<file path="src/rtl/lsu_mem_ctrl.sv">
// Load/store unit memory controller for the M stage.
// Turns a load or store into one request on a simple grant/rvalid bus:
// it builds the word address, byte enables and lane-replicated store data,
// captures the read word, stalls the pipeline while the access is in
// flight, and gives up after MAX_WAIT cycles if the bus never responds.
module lsu_mem_ctrl #(
  parameter int MAX_WAIT = 15
) (
  input  logic        clk,
  input  logic        reset,
  input  logic        MemReqM,
  input  logic        MemWriteM,
  input  logic [2:0]  funct3M,
  input  logic [31:0] ALUResultM,
  input  logic [31:0] WriteDataM,
  output logic        dmem_req,
  output logic        dmem_we,
  output logic [31:0] dmem_addr,
  output logic [3:0]  dmem_be,
  output logic [31:0] dmem_wdata,
  input  logic        dmem_gnt,
  input  logic        dmem_rvalid,
  input  logic [31:0] dmem_rdata,
  output logic [31:0] RD_data,
  output logic [1:0]  byteAddrM,
  output logic [2:0]  LoadTypeM,
  output logic        stallM,
  output logic        misalignM,
  output logic        timeoutM
);

  typedef enum logic [1:0] {ST_IDLE, ST_REQ, ST_WAIT, ST_DONE} state_t;

  localparam logic [8:0] MAX_W9 = 9'(MAX_WAIT);

  state_t     state;
  logic [7:0] cnt;
  logic [8:0] cnt_inc;
  logic       wait_hit;
  logic       f3_ok;
  logic       aligned;
  logic       acc_ok;
  logic       idle_req;

  // Byte enables for a store, from the access size and byte offset.
  function automatic logic [3:0] store_be(input logic [1:0] size, input logic [1:0] off);
    case (size)
      2'b00:   store_be = 4'b0001 << off;
      2'b01:   store_be = off[1] ? 4'b1100 : 4'b0011;
      default: store_be = 4'b1111;
    endcase
  endfunction

  // Store data replicated across every lane it could land in.
  function automatic logic [31:0] store_wdata(input logic [1:0] size, input logic [31:0] d);
    case (size)
      2'b00:   store_wdata = {4{d[7:0]}};
      2'b01:   store_wdata = {2{d[15:0]}};
      default: store_wdata = d;
    endcase
  endfunction

  // Classify the incoming access and derive the combinational stall/reject flags.
  always_comb begin
    f3_ok   = 1'b0;
    aligned = 1'b1;
    if (MemWriteM) begin
      f3_ok = (funct3M == 3'b000) || (funct3M == 3'b001) || (funct3M == 3'b010);
    end else begin
      f3_ok = (funct3M == 3'b000) || (funct3M == 3'b001) || (funct3M == 3'b010) ||
              (funct3M == 3'b100) || (funct3M == 3'b101);
    end
    case (funct3M[1:0])
      2'b01:   aligned = ~ALUResultM[0];
      2'b10:   aligned = (ALUResultM[1:0] == 2'b00);
      default: aligned = 1'b1;
    endcase
    acc_ok    = f3_ok && aligned;
    idle_req  = (state == ST_IDLE) && MemReqM && !reset;
    misalignM = idle_req && !acc_ok;
    // Reset gates these so the pipeline is released the instant reset rises.
    stallM    = !reset && ((state == ST_REQ) || (state == ST_WAIT) || (idle_req && acc_ok));
    cnt_inc   = {1'b0, cnt} + 9'd1;
    wait_hit  = (cnt_inc >= MAX_W9);
  end

  // Transaction FSM with registered bus fields, captured load results and timeout flag.
  always_ff @(posedge clk or posedge reset) begin
    if (reset) begin
      state      <= ST_IDLE;
      cnt        <= '0;
      dmem_req   <= 1'b0;
      dmem_we    <= 1'b0;
      dmem_addr  <= '0;
      dmem_be    <= '0;
      dmem_wdata <= '0;
      RD_data    <= '0;
      byteAddrM  <= '0;
      LoadTypeM  <= '0;
      timeoutM   <= 1'b0;
    end else begin
      case (state)
        ST_IDLE: begin
          timeoutM <= 1'b0;
          if (MemReqM && acc_ok) begin
            state      <= ST_REQ;
            cnt        <= '0;
            dmem_req   <= 1'b1;
            dmem_we    <= MemWriteM;
            dmem_addr  <= {ALUResultM[31:2], 2'b00};
            dmem_be    <= MemWriteM ? store_be(funct3M[1:0], ALUResultM[1:0]) : 4'b1111;
            dmem_wdata <= MemWriteM ? store_wdata(funct3M[1:0], WriteDataM) : 32'd0;
            // Load-extender controls only follow loads; stores leave them alone.
            if (!MemWriteM) begin
              byteAddrM <= ALUResultM[1:0];
              LoadTypeM <= funct3M;
            end
          end
        end
        ST_REQ: begin
          cnt <= cnt_inc[7:0];
          if (dmem_gnt) begin
            dmem_req <= 1'b0;
            state    <= dmem_we ? ST_DONE : ST_WAIT;
          end else if (wait_hit) begin
            dmem_req <= 1'b0;
            timeoutM <= 1'b1;
            state    <= ST_DONE;
            if (!dmem_we) begin
              RD_data <= '0;
            end
          end
        end
        ST_WAIT: begin
          cnt <= cnt_inc[7:0];
          if (dmem_rvalid) begin
            RD_data <= dmem_rdata;
            state   <= ST_DONE;
          end else if (wait_hit) begin
            RD_data  <= '0;
            timeoutM <= 1'b1;
            state    <= ST_DONE;
          end
        end
        ST_DONE: begin
          timeoutM <= 1'b0;
          state    <= ST_IDLE;
        end
        default: state <= ST_IDLE;
      endcase
    end
  end

endmodule

</file>
<file path="config.mk">
export PLATFORM = sky130hd
export DESIGN_NAME = lsu_mem_ctrl
export DESIGN_NICKNAME = d
export VERILOG_FILES = /design/src/rtl/lsu_mem_ctrl.sv
export SDC_FILE = /design/constraint.sdc
export NUM_CORES = 1
export LEC_CHECK = 0
export BUFFER_PORTS_ARGS = -buffer_cell sky130_fd_sc_hd__clkbuf_2
export CAP_MARGIN = 0
export CELL_PAD_IN_SITES_DETAIL_PLACEMENT = 2
export CELL_PAD_IN_SITES_GLOBAL_PLACEMENT = 2
export CORE_UTILIZATION = 31
export CTS_BUF_LIST = sky130_fd_sc_hd__clkbuf_2
export DETAILED_ROUTE_END_ITERATION = 16
export GPL_TIMING_DRIVEN = 0
export MAX_ROUTING_LAYER = met4
export PLACE_DENSITY_LB_ADDON = 0.3
export SYNTH_ARGS = -nofsm -noshare
export SYNTH_HDL_FRONTEND = slang
export SYNTH_SLANG_ARGS = --single-unit
</file>
<file path="constraint.sdc">
create_clock -name clk -period 4 [get_ports clk]
set_input_delay 0.4 -clock clk [delete_from_list [all_inputs] [get_ports clk]]
set_output_delay 0.4 -clock clk [all_outputs]
set_load 0.005 [all_outputs]
</file>
After elaboration in Yosys (flattened, before gate mapping):

Cells that the tools add are included.

* logic and storage cells: 91
* flip-flop bits (word level): 116
* output and inout port bits: 110

* shift-type cells: 1
* bitwise operators: 2
* reduce and logical (&&, ||, !) cells: 30
* $lt $le $gt $ge: 1
* muxes and demuxes: 29
* $add $sub $neg: 1
* equal/unequal tests: 16

Operator list (number)
* $mux 32: 6
* $pmux 32 s2: 2
* $pmux 8 s2: 1
* $add 8x1->9 const B: 1
* $ge 9x4->1 const B: 1
* $mux 1: 8
* $mux 2: 4
* $mux 4: 2
* $mux 8: 1
* $ne 2x2->1 const B: 4
* $pmux 2 s4: 1
* $pmux 4 s2: 1
* $logic_and 1x1->1: 7
* $eq 2x2->1 const B: 3
* $eq 3x3->1 const B: 2
* $logic_not 2->1: 3
* $logic_or 1x1->1: 6
* $ne 3x3->1 const B: 2
* $reduce_and 2->1: 3
* $reduce_and 3->1: 2
* $reduce_bool 2->1: 3
* $reduce_and 5->1: 1
* $eq 2x1->1 const B: 2
* $pmux 1 s2: 2
* 9 further kinds: 12

Logic depth before layout (Yosys ltp):

Gate-level depths: netlist (run 1).

* word-level depth: 10
* mapped depth: 12
* mapped depth without buffers: 7

Least setup slack after synthesis (run 1):

Ideal clock, no wire load.

* path kind: input to output
* start: input funct3M[0]
* end: output stallM
* path slack: 1.585 ns
* buffers on the path: 5
* stages: 11
* arrival: 2.015 ns
* cell sequence: inv_1 > ha_1 > buf_2 > or2_1 > buf_4 > o21ai_2 > a211o_1 > buf_2 > buf_2 > buf_2 > a21oi_1

* longest elaborated chain between the ends: 10
* elaborated cells on any way between the ends: 17
* classes of those cells: eq/ne: 6; mux: 2; reduce/logical: 9

RTL lines
* start, declared: RTL line 13 `input logic [2:0] funct3M,`
* $eq 3x1->1 / $logic_not 3->1 (equally long branches): RTL line 68, 70
* $logic_or 1x1->1 (2 in a row): RTL line 68, 70
* $logic_or 1x1->1: RTL line 70 `f3_ok = (funct3M == 3'b000) || (funct3M == 3'b001) || (funct3M == 3'b010) ||`
* $logic_or 1x1->1: RTL line 71 `(funct3M == 3'b100) || (funct3M == 3'b101);`
* $mux 1: RTL line 67 `if (MemWriteM) begin`
* $logic_and 1x1->1 *: RTL line 78 `acc_ok = f3_ok && aligned;`
* $logic_and 1x1->1 *: RTL line 82 `stallM = !reset && ((state == ST_REQ) || (state == ST_WAIT) || (idle_req && acc_ok));`
* $logic_or 1x1->1 *: RTL line 82
* $logic_and 1x1->1 *: RTL line 82
* end, declared: RTL line 27 `output logic stallM,`

Mark *: on every way between the ends. The rest lies on a longest branch, timed or not.

Worst setup path in the final report (run 1):

Same ends and word-level chain as after synthesis.

==> flow_summary.toml, run 1 <==
[status]
run_status = "finished clean"

[clocking]
tritoncts = "built"
htree_levels = 4
clock_tree.root_cell = "clkbuf_2"
cts_setup_buffers = 0
clk_path_buf_depth = 2
clock-sinks = 116
clk_latency_ns = 0.67
clk_pin_slew_worst_paths_ns = 0.18
numCtsBuffers = 17

[place]
place.gp.congestion = 0.807
portBuffers = 212
post-place-cells = 953
dp_hpwl_mm = 14.7
place_ws_ns = 0.722

[timing]
setup_tns_ns = 0
slew_headroom = 0.610
period_share = 0.949
hold_viol_final = 0
max_freq_ghz = 0.263
tightest_slew_ns = 0.585
period_minus_slack_ns = 3.80
final.setup.worst_slack_ns = 0.203
rsz0062_at_grt = "false"
slew_viol_final = 0
setup_viol = 0
finalClockSkew_ns = 0.0255

[synthesis]
async_flop_share = 1.00
synth_edf_count = 0
yosysMostFrequentCell = "dfrtp_1"
synth-main-ff-cell = "dfrtp_1"
synthTopCellsByArea = "dfrtp_1 52%, mux2_4 8.0%, mux2_2 7.6%, nand2_1 5.5%, and3_1 4.4%"
ys_types = 46
synth_area_per_cell_um2 = 11.0
synth_top_area_frac = 0.515
ys_ff_latch = 116
synth_area_um2 = 5630
yosysTopAreaCell = "dfrtp_1"
synth_cells = 514
ys_warn_count = 0
yosysSeqAreaShare = 0.515
synthTopCellsByCount = "116 x dfrtp_1, 83 x nand2_1, 40 x and3_1"

[detailed_routing]
drtIter0Drc = 169
firstDrtPassIters = 4
viasPerCell = 4.96
wl_per_cell_um = 20.8
wirelength_mm = 21.9
drcViolationCount = 0
antenna_left = 0
via_count = 5225

[final_layout]
fin_util = 0.452
layout.nets = 929
synthToLayoutAreaGrowth_pct = 40.7
fillers = 1874
instances_no_fill = 1054
drive_above_1_share = 0.401

[floorplan]
die_w_um = 137
die-area_um2 = 18700
initial_core_util = 0.321
coreArea_um2 = 17500
die_y_um = 137
num_rows = 48
ioPinCount = 215

[power]
seqPwrFrac = 0.399
switchingPower_mw = 2.00
p_sw_frac = 0.386
clockPowerShare = 0.156
power_mw = 5.17
pwr-share-comb = 0.445
leakagePower_nw = 4.20
powerDensity_nw_per_um2 = 652
vdd_drop_max_mv = 0.267
p_int_mw = 3.17

[grt]
grt_max_degree = 93
grtUsageTotal = 0.245
antenna_found_initial = 2
grt_pass1_wl_mm = 33.1
first_global_vias = 5944
overflow = 0

[hold_path]
hp-class = "in2reg"
hold_start = "WriteDataM[21]"

[critical_path]
critPathCapture = "stallM"
reg2reg_depth = 7
rrSetupSlack_ns = 1.54
max_stage_delay_ns = 0.56
r2r-end = "RD_data[15]"
crit_type = "in2out"
critPathBufInv = 9
crit_family = "buffers and inverters"
crit_top_cell = "buf_2"
reg2reg_from = "cnt[0]"
worstPathRequired_ns = 3.60
crit_start = "funct3M[0]"
worstPathCellList = "dlygate4sd3_1 > clkbuf_2 > inv_1 > ha_1 > buf_2 > or2_1 > buf_4 > o21ai_2 > a211o_1 > buf_2 > buf_2 > clkbuf_4 > a21oi_1 > clkbuf_2"
cp_data_arrival_time_ns = 3.40
worst-path-stages = 14
worst_path_max_delay_cell = "dlygate4sd3_1"
crit_fanout = 10
cp-end-kind = "primary output"
crit_path_start_kind = "input port"

[job]
maxCapViolCount = 0
==> cell families after synthesis <==
group                    Yosys count  share of synthesized area
XOR/XNOR                           2                    0.00311
multiplexers                      70                      0.160
AO/OA/AOI/OAI                     87                      0.109
buffers and inverters             50                     0.0429
AND/OR/NAND/NOR                  178                      0.147
adder cells (fa/ha/maj)           10                     0.0222
flip-flops                       116                      0.515
other                              1                   0.000666
==> through the flow <==
step | cell area [µm²] | hold WS (ns)
floorplan | 5640 | 0.473
global placement | 6980 | 0.463
detailed placement | 7010 | 0.403
CTS | 7920 | 0.00643
global route | 7920 | 0.0401
finish | 7920 | 0.0857
==> state kept, by name, indices dropped and copies added (netlist names) <==
signal	cells
timeoutM	1
RD_data	32
dmem_addr	30
LoadTypeM	3
dmem_be	4
dmem_wdata	32
byteAddrM	2
cnt	8
state	2
dmem_req	1
dmem_we	1
==> worst min path at each step <==
stage	to	slack [ns]	depth (start not counted)
floorplan	dmem_wdata[10]	0.47	2
global placement	dmem_wdata[14]	0.46	2
detailed placement	LoadTypeM[0]	0.40	2
CTS	dmem_wdata[21]	0.006	5
global route	RD_data[12]	0.04	3
finish	dmem_wdata[21]	0.09	5
==> worst reg2reg max path, delay by kind of cell, from the launching register on <==
| kind | cells | cell delay [ns] |
|---|---|---|
| adder cells (fa/ha/maj) | 1 | 0.31 |
| buffers and inverters | 2 | 0.30 |
| AO/OA/AOI/OAI | 3 | 0.88 |
| multiplexers | 1 | 0.31 |
| flip-flops | 1 | 0.56 |
==> cell usage in the layout, fill, tap and decap left out, types with 3 or more instances in the layout <==
master / n
clkbuf_2: 231
dfrtp_1: 116
nand2_1: 83
dlygate4sd3_1: 67
and3_1: 40
mux2_2: 38
o21ai_0: 31
mux2_4: 30
nor2_1: 26
clkbuf_1: 21
o31ai_1: 16
inv_1: 11
ha_1: 10
buf_2: 9
a22o_1: 9
nand3_1: 8
nor3_1: 8
a221o_1: 5
clkinv_1: 5
buf_6: 4
a21oi_1: 4
a21o_1: 3
a211o_1: 3
nand2b_1: 3
buf_4: 3
a211oi_1: 3
bufinv_16: 3
clkinv_2: 3
==> per-layer routing <==
| layer | track usage | share of wire | vias to the layer above |
|---|---|---|---|
| li1 | - | - | 2389 |
| met1 | 0.262 | 0.39 | 2643 |
| met2 | 0.448 | 0.54 | 160 |
| met3 | 0.0415 | 0.046 | 33 |
| met4 | 0.0952 | 0.026 | 0 |
| met5 | - | 0 | - |
==> layout make-up <==
cell class / count / area, µm² / area share
sequential: 116 / 2900 / 0.366
multi-input combinational: 349 / 2490 / 0.314
timing repair buffer: 280 / 1760 / 0.222
tap: 225 / 282 / 0.0355
buffer: 38 / 199 / 0.0251
clock inverter: 13 / 140 / 0.0177
clock buffer: 19 / 95.1 / 0.0120
inverter: 12 / 50.0 / 0.00632
antenna: 2 / 5.00 / 0.000632
==> power groups by stage <==
stage | combinational (mW) | sequential, mW | clock [mW]
CTS | 2.29 | 2.04 | 0.831
detailed placement | 2.23 | 2.06 | 0
global route | 2.53 | 2.13 | 0.873
finish | 2.30 | 2.06 | 0.806
global placement | 2.11 | 2.01 | 0
floorplan | 1.23 | 2.03 | 0
==> timing repair <==
item	4_1_cts	5_1_grt
hold buffers	67	0
endpoints found under the hold margin	91	0
gates resized for setup	0	1
setup endpoints to repair	0	1
(Power assumes the default switching activity.)
==> inputs of run 2 (changes only) <==
--- a/config.mk
+++ b/config.mk
@@ -10,7 +10,8 @@
 export CELL_PAD_IN_SITES_DETAIL_PLACEMENT = 2
 export CELL_PAD_IN_SITES_GLOBAL_PLACEMENT = 2
 export CORE_UTILIZATION = 31
-export CTS_BUF_LIST = sky130_fd_sc_hd__clkbuf_2
+export CTS_BUF_LIST = sky130_fd_sc_hd__clkbuf_8
+export CTS_CLUSTER_SIZE = 28
 export DETAILED_ROUTE_END_ITERATION = 16
 export GPL_TIMING_DRIVEN = 0
 export MAX_ROUTING_LAYER = met4
==> run 2 against run 1 <==
- clock skew down 0.013 ns
- die area unchanged
- hold slack better by 0.11 ns
- non-clock buffer count down 66
- sequential cell count unchanged
- maximum frequency up 16%
- worst setup slack better by 0.54 ns
- sequential power about the same
- critical path type unchanged
==> flow_summary.toml, run 2 (synthesis results as in run 1) <==
[floorplan]
die-area_um2 = 18700
die_w_um = 137
num_rows = 48
initial_core_util = 0.321
coreArea_um2 = 17500
die_y_um = 137
ioPinCount = 215

[critical_path]
cp_data_arrival_time_ns = 2.86
r2r-end = "RD_data[15]"
crit_type = "in2out"
crit_path_start_kind = "input port"
crit_fanout = 10
cp-end-kind = "primary output"
reg2reg_from = "cnt[0]"
rrSetupSlack_ns = 1.57
worstPathRequired_ns = 3.60
reg2reg_depth = 8
critPathCapture = "stallM"
crit_start = "funct3M[0]"

[timing]
setup_viol = 0
period_minus_slack_ns = 3.26
slew_viol_final = 0
tightest_slew_ns = 0.594
max_freq_ghz = 0.307
slew_headroom = 0.604
final.setup.worst_slack_ns = 0.739
hold_viol_final = 0
period_share = 0.815
rsz0062_at_grt = "false"
finalClockSkew_ns = 0.0128

[final_layout]
drive_above_1_share = 0.440
insertedDiodeCount = 0
mostFrequentLayoutCell = "clkbuf_2"
final_cell_mix = "212 x clkbuf_2, 116 x dfrtp_1, 83 x nand2_1"
instances_no_fill = 986
synthToLayoutAreaGrowth_pct = 32.3
layout.nets = 863
top_regs = "RD_data x32, dmem_wdata x32, dmem_addr x30"

[detailed_routing]
via_count = 4880
viasPerCell = 4.95
wirelength_mm = 19.2
drtIter0Drc = 104
firstDrtPassIters = 4
wl_per_cell_um = 19.5
drcViolationCount = 0
antenna_left = 0

[grt]
grt_pass1_wl_mm = 29.7
use_met3 = 0.0452
use_met2 = 0.383
met1_usage = 0.247
grt_busiest_layer = "met2"
antenna_found_initial = 0
grtUsageTotal = 0.218
grt_max_degree = 93
overflow = 0
first_global_vias = 5404

[clocking]
numCtsBuffers = 17
htree_levels = 4
clk_latency_ns = 0.44
clk_pin_slew_worst_paths_ns = 0.08
tritoncts = "built"
clk_path_buf_depth = 2
clock_tree.root_cell = "clkbuf_8"
clock-sinks = 116

[place]
dp_hpwl_mm = 14.7
post-place-cells = 953
place_ws_ns = 0.722
portBuffers = 212
place.gp.congestion = 0.807

[power]
powerDensity_nw_per_um2 = 726
leakagePower_nw = 4.01
vdd_drop_max_mv = 0.239

[status]
run_status = "finished clean"

[hold_path]
hp-class = "in2reg"

[job]
maxCapViolCount = 0
## run 2: cell types whose count changed in the layout (fill, tap and decap cells not counted)
| cell | change |
|---|---|
| clkinv_1 | -5 |
| clkbuf_2 | -19 |
| clkbuf_8 | +22 |
| clkbuf_4 | -1 |
| dlygate4sd3_1 | -66 |
| buf_2 | +1 |
| inv_1 | +2 |
| diode_2 | -2 |
## run 2: how the worst min path moves through the flow
| stage | slack (ns) | end | from | cells after the start |
|---|---|---|---|---|
| 2_1_floorplan | 0.47 | dmem_wdata[10] | dmem_wdata[10] | 2 |
| 3_3_place_gp | 0.46 | dmem_wdata[14] | dmem_wdata[14] | 2 |
| 3_5_place_dp | 0.40 | LoadTypeM[0] | reset | 2 |
| 4_1_cts | 0.18 | dmem_addr[2] | ALUResultM[2] | 2 |
| 5_1_grt | 0.17 | dmem_addr[24] | ALUResultM[24] | 2 |
| 6_report | 0.20 | dmem_addr[27] | ALUResultM[27] | 2 |
## run 2: metrics by stage
step / hold WS, ns / setup TNS, ns / area (µm²) / utilization / total power, mW
CTS: 0.177 / 0 / 7450 / 0.425 / 5.50
global route: 0.171 / 0 / 7450 / 0.425 / 5.81
floorplan: 0.473 / 0 / 5640 / - / 3.26
global placement: 0.463 / -120.90 / 6980 / 0.398 / 4.12
finish: 0.199 / 0 / 7450 / 0.425 / 5.41
detailed placement: 0.403 / 0 / 7010 / 0.400 / 4.29
## run 2: timing repair
item,4_1_cts,5_1_grt
setup buffers,0,0
gates resized for setup,0,0
endpoints found under the setup margin,0,0
hold buffers,1,0
endpoints found under the hold margin,24,0
## run 2: final cells by class
class	count	area (µm²)
flip-flops and latches	116	2900
inverters	12	50.0
clock inverters	10	129
clock buffers	22	303
plain buffers	38	196
multi-input cells	349	2490
fillers	1925	10100
repair buffers	214	1100
well taps	225	282
## run 2: metal layers
layer | wire length [µm] | vias to the layer above
met2 | 10200 | 124
met3 | 824 | 19
li1 | - | 2259
met5 | 0 | -
met1 | 7910 | 2478
met4 | 324 | 0
## run 2: power breakdown
group / internal (mW) / leakage, nW / total, mW / switching, mW
clock network: 0.693 / 0.227 / 1.18 / 0.489
logic: 1.10 / 2.28 / 2.19 / 1.09
registers: 1.70 / 1.50 / 2.04 / 0.343
## run 2: critical path: stages
cell and delay, ns:
clkbuf_2 0.12, inv_1 0.07, ha_1 0.19, buf_2 0.19
or2_1 0.25, buf_4 0.18, o21ai_2 0.19, a211o_1 0.14
buf_2 0.27, buf_2 0.29, buf_2 0.30, a21oi_1 0.12
clkbuf_2 0.13
==> inputs of run 3 (changes only) <==
--- a/config.mk
+++ b/config.mk
@@ -5,11 +5,12 @@
 export SDC_FILE = /design/constraint.sdc
 export NUM_CORES = 1
 export LEC_CHECK = 0
+export ABC_AREA = 1
 export BUFFER_PORTS_ARGS = -buffer_cell sky130_fd_sc_hd__clkbuf_2
 export CAP_MARGIN = 0
 export CELL_PAD_IN_SITES_DETAIL_PLACEMENT = 2
 export CELL_PAD_IN_SITES_GLOBAL_PLACEMENT = 2
-export CORE_UTILIZATION = 31
+export CORE_UTILIZATION = 28
 export CTS_BUF_LIST = sky130_fd_sc_hd__clkbuf_8
 export CTS_CLUSTER_SIZE = 28
 export DETAILED_ROUTE_END_ITERATION = 16
==> constraint.sdc (replaced) <==
create_clock -name clk -period 3.35 [get_ports clk]
set_input_delay 0.335 -clock clk [delete_from_list [all_inputs] [get_ports clk]]
set_output_delay 0.335 -clock clk [all_outputs]
set_load 0.005 [all_outputs]
==> run 3 against run 2 <==
- sequential share of layout area is 0.30 points higher
- clock skew is 0.0049 ns higher
- via count is 9.5% higher
- design area is 0.77% lower
- critical path type unchanged
- first-iteration DRC count is 34% higher
- synthesized cell count is 29% higher
==> flow_summary.toml, run 3 <==
[power]
p_sw_frac = 0.390
vdd_drop_max_mv = 0.260
switchingPower_mw = 2.32
powerDensity_nw_per_um2 = 804
clockPowerShare = 0.236
pwr-share-comb = 0.372
p_int_mw = 3.63
leakagePower_nw = 4.22
seqPwrFrac = 0.392

[floorplan]
die-area_um2 = 20300
die_w_um = 142
ioPinCount = 215
die_y_um = 142
num_rows = 50
coreArea_um2 = 19000
initial_core_util = 0.290

[detailed_routing]
drcViolationCount = 0
viasPerCell = 4.55
drtIter0Drc = 139
wirelength_mm = 19.1
wl_per_cell_um = 16.2
firstDrtPassIters = 4
antenna_left = 0
via_count = 5344

[clocking]
htree_levels = 4
clock_tree.root_cell = "clkbuf_8"
numCtsBuffers = 17
tritoncts = "built"
clock-sinks = 116
clk_pin_slew_worst_paths_ns = 0.08
clk_path_buf_depth = 2
clk_latency_ns = 0.46
post_cts_resize_count = 0

[synthesis]
synth_cells = 665
synth-main-ff-cell = "dfrtp_1"
synth_edf_count = 0
ys_ff_latch = 116
synthTopCellsByCount = "232 x nand2_1, 116 x dfrtp_1, 58 x nand3_1"
yosysSeqAreaShare = 0.526
yosysMostFrequentCell = "nand2_1"
async_flop_share = 1.00
synthTopCellsByArea = "dfrtp_1 53%, nand2_1 16%, nand3_1 5.3%, o21ai_0 3.9%, inv_1 3.8%"
ys_types = 30
synth_area_per_cell_um2 = 8.29
synth_area_um2 = 5520
synth_top_area_frac = 0.526
yosysTopAreaCell = "dfrtp_1"
ys_warn_count = 0

[place]
portBuffers = 212
dp_hpwl_mm = 14.3
place.gp.congestion = 0.768

[grt]
overflow = 0
grt_max_degree = 37
antenna_found_initial = 0
grtUsageTotal = 0.201
first_global_vias = 5896
grt_pass1_wl_mm = 30.3

[timing]
period_share = 0.838
whs_ns = 0.0726
finalClockSkew_ns = 0.0177
rsz0062_at_grt = "false"
tightest_slew_ns = 0.716
period_minus_slack_ns = 2.81
hold_viol_final = 0
setup_viol = 0
max_freq_ghz = 0.356
slew_headroom = 0.522
slew_viol_final = 0

[final_layout]
layout.nets = 1016
insertedDiodeCount = 0
mostFrequentLayoutCell = "nand2_1"
fin_util = 0.389
synthToLayoutAreaGrowth_pct = 34.1
drive_above_1_share = 0.322
final_cell_mix = "232 x nand2_1, 212 x clkbuf_2, 116 x dfrtp_1"
top_regs = "RD_data x32, dmem_wdata x32, dmem_addr x30"

[critical_path]
worstPathRequired_ns = 3.01
crit_type = "in2out"
crit_fanout = 29
cp-end-kind = "primary output"
cp_data_arrival_time_ns = 2.47
crit_path_start_kind = "input port"

[hold_path]
hp-class = "in2reg"

[status]
run_status = "finished clean"

[job]
maxCapViolCount = 0
-- run 3: cell count changes after synthesis, moves of 7 or more --
cell / before / now
and3_1: 40 / 0
clkbuf_1: 21 / 8
inv_1: 12 / 56
mux2_2: 38 / 1
mux2_4: 30 / 0
nand2_1: 83 / 232
nand3_1: 8 / 58
nor2_1: 26 / 39
nor3_1: 8 / 1
o21ai_0: 31 / 43
o21ai_1: 0 / 11
o31ai_1: 16 / 0
-- run 3: routing by layer --
layer | track usage | vias up | wire length (µm)
li1 | - | 2574 | -
met1 | 0.239 | 2587 | 8400
met4 | 0.0690 | 0 | 335
met2 | 0.327 | 159 | 9070
met3 | 0.0559 | 24 | 1250
met5 | - | - | 0
-- run 3: logic make-up (layout without fill, tap and decap cells) --
| logic type | count (synthesis) | after routing | synth area share |
|---|---|---|---|
| flip-flops | 116 | 116 | 0.526 |
| AND/OR/NAND/NOR | 348 | 348 | 0.266 |
| other | 1 | 2 | 0.000680 |
| AO/OA/AOI/OAI | 85 | 85 | 0.0892 |
| multiplexers | 9 | 9 | 0.0166 |
| buffers and inverters | 96 | 344 | 0.0789 |
| adder cells (fa/ha/maj) | 10 | 10 | 0.0227 |
-- run 3: metrics by stage --
step / setup TNS (ns) / power, mW / area, µm² / instances / setup WS [ns]
after floorplan: 0 / 3.47 / 5520 / 666 / 0.703
after global routing: 0 / 6.40 / 7390 / 1174 / 0.312
after global placement: -0.532 / 4.50 / 6910 / 1138 / -0.532
after detailed placement: 0 / 4.61 / 6970 / 1141 / 0.934
final: 0 / 5.95 / 7390 / 1174 / 0.542
after CTS: 0 / 6.05 / 7390 / 1174 / 0.433
-- run 3: power by group through the flow --
| stage | sequential [mW] | combinational [mW] | clock (mW) |
|---|---|---|---|
| after floorplan | 2.35 | 1.13 | 0 |
| after global placement | 2.33 | 2.17 | 0 |
| after detailed placement | 2.35 | 2.26 | 0 |
| after CTS | 2.34 | 2.27 | 1.44 |
| after global routing | 2.40 | 2.50 | 1.50 |
| final | 2.33 | 2.21 | 1.40 |
-- run 3: timing repair --
item	in CTS	in global routing
buffers inserted	0	0
hold buffers	1	0
hold endpoints to repair	6	0
-- run 3: worst paths after layout --
kind                       slack, ns  cells after the start             end            from
setup / recovery                0.54                      7          stallM           reset
hold / removal                  0.07                      3   dmem_addr[15]  ALUResultM[15]
setup reg to reg                1.18                     14     RD_data[14]          cnt[0]
hold reg to reg                 0.47                      2      RD_data[4]      RD_data[4]
max in group asynchronous       1.97                      5  dmem_wdata[11]           reset
min in group asynchronous       0.59                      3    dmem_addr[8]           reset
-- run 3: final cells by class --
cell class | instances | area (µm²)
clock buffers | 17 | 234
repair buffers | 216 | 1130
multi-input cells | 454 | 2180
plain buffers | 34 | 203
clock inverters | 15 | 181
inverters | 62 | 236
flip-flops and latches | 116 | 2900
well taps | 260 | 325
fillers | 2294 | 11600
-- run 3: worst max-delay path: stages --
cell and delay [ns]:
dlygate4sd3_1 0.55, clkbuf_2 0.14, clkinvlp_4 0.57, buf_12 0.43, buf_12 0.19, o21a_1 0.11
clkbuf_2 0.13
